<file path="src/rtl/bcd_tick_counter.sv">
// Packed-BCD up/down event counter with an integrated step prescaler.
// Loads are clamped to valid BCD so bcd_out never carries a nibble above 9.
module bcd_tick_counter #(
  parameter int DIGITS = 4,
  parameter int TICK_DIV = 500_000,
  parameter logic [4*DIGITS-1:0] INIT_VALUE = 16'h1234
) (
  input  logic                  clk,
  input  logic                  rst,
  input  logic                  en,
  input  logic                  up,
  input  logic                  load,
  input  logic [4*DIGITS-1:0]   load_value,
  output logic [4*DIGITS-1:0]   bcd_out,
  output logic                  tick,
  output logic                  wrap,
  output logic                  load_err
);

  localparam int PW = (TICK_DIV > 1) ? $clog2(TICK_DIV) : 1;
  localparam logic [PW-1:0] PRESC_LAST = PW'(TICK_DIV - 1);

  logic [PW-1:0]         presc;
  logic [4*DIGITS-1:0]   stepped;
  logic                  carry_out;
  logic [4*DIGITS-1:0]   clamped;
  logic                  any_bad;
  logic                  terminal;

  assign terminal = en && (presc == PRESC_LAST);

  // Ripple carry/borrow from digit 0 upward; carry_out left set means wraparound.
  always_comb begin
    logic       c;
    logic [3:0] d;
    stepped   = bcd_out;
    c         = 1'b1;
    d         = 4'd0;
    for (int i = 0; i < DIGITS; i++) begin
      d = bcd_out[4*i +: 4];
      if (c) begin
        if (up) begin
          if (d >= 4'd9) begin
            d = 4'd0;
          end else begin
            d = d + 4'd1;
            c = 1'b0;
          end
        end else begin
          if (d == 4'd0) begin
            d = 4'd9;
          end else begin
            d = d - 4'd1;
            c = 1'b0;
          end
        end
      end
      stepped[4*i +: 4] = d;
    end
    carry_out = c;
  end

  always_comb begin
    clamped = load_value;
    any_bad = 1'b0;
    for (int i = 0; i < DIGITS; i++) begin
      if (load_value[4*i +: 4] > 4'd9) begin
        clamped[4*i +: 4] = 4'd9;
        any_bad           = 1'b1;
      end
    end
  end

  always_ff @(posedge clk) begin
    if (rst) begin
      bcd_out  <= INIT_VALUE;
      presc    <= '0;
      tick     <= 1'b0;
      wrap     <= 1'b0;
      load_err <= 1'b0;
    end else begin
      tick     <= 1'b0;
      wrap     <= 1'b0;
      load_err <= 1'b0;
      if (load) begin
        bcd_out  <= clamped;
        load_err <= any_bad;
        presc    <= '0;
      end else if (terminal) begin
        presc   <= '0;
        bcd_out <= stepped;
        tick    <= 1'b1;
        wrap    <= carry_out;
      end else if (en) begin
        presc <= presc + PW'(1);
      end
    end
  end

endmodule

</file>
<file path="config.mk">
export PLATFORM = sky130hd
export DESIGN_NAME = bcd_tick_counter
export DESIGN_NICKNAME = d
export VERILOG_FILES = /design/src/rtl/bcd_tick_counter.sv
export SDC_FILE = /design/constraint.sdc
export NUM_CORES = 1
export LEC_CHECK = 0
export BUFFER_PORTS_ARGS = -buffer_cell sky130_fd_sc_hd__buf_4
export CAP_MARGIN = 25
export CORE_MARGIN = 2
export CORE_UTILIZATION = 60
export DETAILED_ROUTE_END_ITERATION = 7
export GPL_TIMING_DRIVEN = 0
export PLACE_DENSITY_LB_ADDON = 0.2
export SYNTH_ARGS = -nofsm -noshare
export SYNTH_HDL_FRONTEND = slang
export SYNTH_SLANG_ARGS = --single-unit
</file>
<file path="constraint.sdc">
create_clock -name clk -period 5.7 [get_ports clk]
set_input_delay 0 -clock clk [delete_from_list [all_inputs] [get_ports clk]]
set_output_delay 0 -clock clk [all_outputs]
set_load 0.05 [all_outputs]
</file>
==> results by group <==
Run status
  – Status: finished clean

Clocking
  – Inserted Clock Buffers: 5
  – Post-CTS setup buffers: 0
  – CTS max path bufs: 2
  – Worst-path clk slew: ~0.08 ns
  – CTS Hold Bufs: 6
  – H-Tree Depth: 2
  – Worst-skew pair later-pin latency: about 0.30 ns
  – Num Clock Sinks: 38
  – CTS tree: done
  – Root Buffer: clkbuf_8
  – CTS resizes: 0

Timing
  – Sum Neg Setup Slack: 0 ns
  – Min Tclk post-route: between 2 and 2.5 ns
  – Top achievable clock speed: 404 MHz
  – Worst slew margin: 0.505
  – Final Max Slew Viols: 0
  – Worst slew pin tran: 0.737 ns
  – Fin Clk Skew: roughly 0.010 ns
  – Final setup vio count: 0
  – Tcrit/Tclk final: 0.434
  – RSZ-0062 raised after global routing: false
  – Hold Fails Final Rpt: 0

Synthesis
  – Post-Syn Instances: between 300 and 400
  – Top FF cell, synth: dfxtp_1
  – #FFs+latches synth: 38
  – Yosys warns: 0
  – Synth cell types: between 60 and 70
  – Post-synthesis async set-or-reset flop share: 0
  – EDFF count, synth: 0
  – Netlist Area Pre-Place: around 2600 um^2
  – Post-synthesis sequential area ratio: 0.293
  – Mapped Nets: around 360
  – Syn_area_per_cell: between 8 and 9 um^2

Floorplan
  – Die Span X: ~70 um
  – Row count: 23
  – DIE HEIGHT: 69.8 um
  – Core Footprint: just over 4000 um^2
  – Initial cell density of the core: 0.636
  – I/O Pins: 40
  – Die ar.: 4880 um^2

Placed design
  – Gp weighted congestion: 0.928
  – I/O Buffers: 38
  – Hpwl dp: ~4.8 mm
  – Placed Area: between 2000 and 3000 um^2
  – Cells after DPL: 410

Power and ir drop
  – Leak: 0.00122 uW
  – PwrDens: 215 nW/um^2
  – Total power: 670 uW
  – Max VDD drop: 114 uV

Worst setup path
  – CP Class: reg2reg
  – Type of origin of the critical path: register
  – Critical register-to-register path startpoint: bcd_out[4]
  – Worst setup path startpoint: bcd_out[4]
  – Worst Path Required: just under 6 ns
  – Setup crit end kind: register
  – CP Max Fanout: 8
  – Worst r2r path cells: 7
  – Critical path data arrival time: about 2.7 ns

Global route
  – Vias in the first global route: about 2.4k
  – GRT overflow: 0
  – Largest net degree at the start of global routing: 12
  – Gr usage total: 0.283
  – Antenna violations before repair: 0
  – First-pass GRT wire length: roughly 11 mm

Drt
  – DR DRC count: 0
  – First-pass detailed-route iteration total: 5
  – WL final: ~6.8 mm
  – Post-DR wirelength/cell: 16.0 um
  – Drt initial violations: between 200 and 300
  – Antenna viol nets, final: 0
  – Vias: approximately 2.7k
  – Vias per inst: between 6 and 7

Flow run
  – Max Cap Viol: 0

Finish
  – Final Instance Area: about 3100 um^2
  – Layout Cells excl Fill: about 420
  – Diodes inserted: 0
  – Share of cells above drive strength 1: 0.158
  – Layout net count: between 400 and 500
  – Layout area overhead: 20.0%

Min path
  – Hold Path Depth: 3
  – HP Start: load_value[12]
  – Worst Hold Class: in2reg
-- placed cells by master (no fill, tap or decap), drive strengths merged, types with 7 or more instances in the layout --
cell type,instances
clkbuf,15
nor2,37
nand2b,7
o21ai,20
buf,42
xnor2,9
nand3,15
ha,14
a31oi,10
dfxtp,38
xor2,12
nand2,15
a21oi,14
inv,20
a211oi,9
-- cells by family after synthesis --
| kind of cell | after synthesis | synth area share |
|---|---|---|
| buf+inv | 34 | 0.0510 |
| simple gates | 119 | 0.259 |
| fa+ha+maj | 14 | 0.0674 |
| mux | 5 | 0.0193 |
| compound gates | 91 | 0.240 |
| xor+xnor | 21 | 0.0707 |
| flops | 38 | 0.293 |
-- power breakdown --
part	switching [uW]	internal, uW	total [uW]
Sequential	12.8	273	286
Clock	98.4	140	239
Combinational	89.2	56.8	146
-- flip-flops by register name, summed over array words and instances, names as in the netlist --
name and flops:
wrap 1, tick 1, bcd_out 16, presc 19, load_err 1
-- worst max-delay path: stages (launching register included) --
cell and delay [ns]:
dfxtp_1 0.39, inv_1 0.13, ha_1 0.33, or3b_1 0.47, a31oi_1 0.36, o41a_1 0.32, a211oi_1 0.08, a211o_1 0.29
-- cell usage after synthesis, drive strengths merged (5+ instances only) --
cell     n  area, um^2
a21oi   14        70.1
xor2    12         105
and4     5        43.8
nand3   15        80.1
and3     6        38.8
a31oi   10        62.6
dfxtp   38         761
nor3b    5        42.5
a211oi   9        67.6
o21ai   20         100
nand2b   7        43.8
clkbuf   9        33.8
xnor2    9        78.8
nor2    37         139
nand2   15        56.3
inv     20        75.1
nand4    6        37.5
ha      14         175
mux2i    5        50.1
-- cell type report --
class / count / area (um^2)
Inverter: 21 / 78.8
Clock inverter: 1 / 30.0
Clock buffer: 6 / 82.6
Sequential cell: 38 / 761
Multi-Input combinational cell: 250 / 1710
Tap cell: 50 / 62.6
Buffer: 13 / 53.8
Timing Repair Buffer: 44 / 345
Fill cell: 307 / 966
-- final timing paths --
kind	end	slack, ns
hold / removal	bcd_out[12]	0.02
hold reg to reg	presc[17]	0.51
setup reg to reg	bcd_out[9]	3.23
setup / recovery	bcd_out[9]	3.23
-- per-layer routing --
| metal | up-vias | routed length [um] | track usage |
|---|---|---|---|
| li1 | 1290 | - | - |
| met5 | - | 0 | 0 |
| met4 | 0 | 210 | 0.0983 |
| met1 | 1237 | 3050 | 0.412 |
| met3 | 30 | 629 | 0.0552 |
| met2 | 163 | 2880 | 0.416 |
-- stage by stage --
stage	util	hold WS (ns)	setup WS (ns)
2_1_floorplan	-	0.115	3.22
3_3_place_gp	0.721	0.248	3.32
3_5_place_dp	0.721	0.241	3.28
4_1_cts	0.764	0.0165	3.26
5_1_grt	0.764	0.0434	3.07
6_report	0.764	0.0159	3.23
Note: power is estimated with default switching activity, not from simulation.
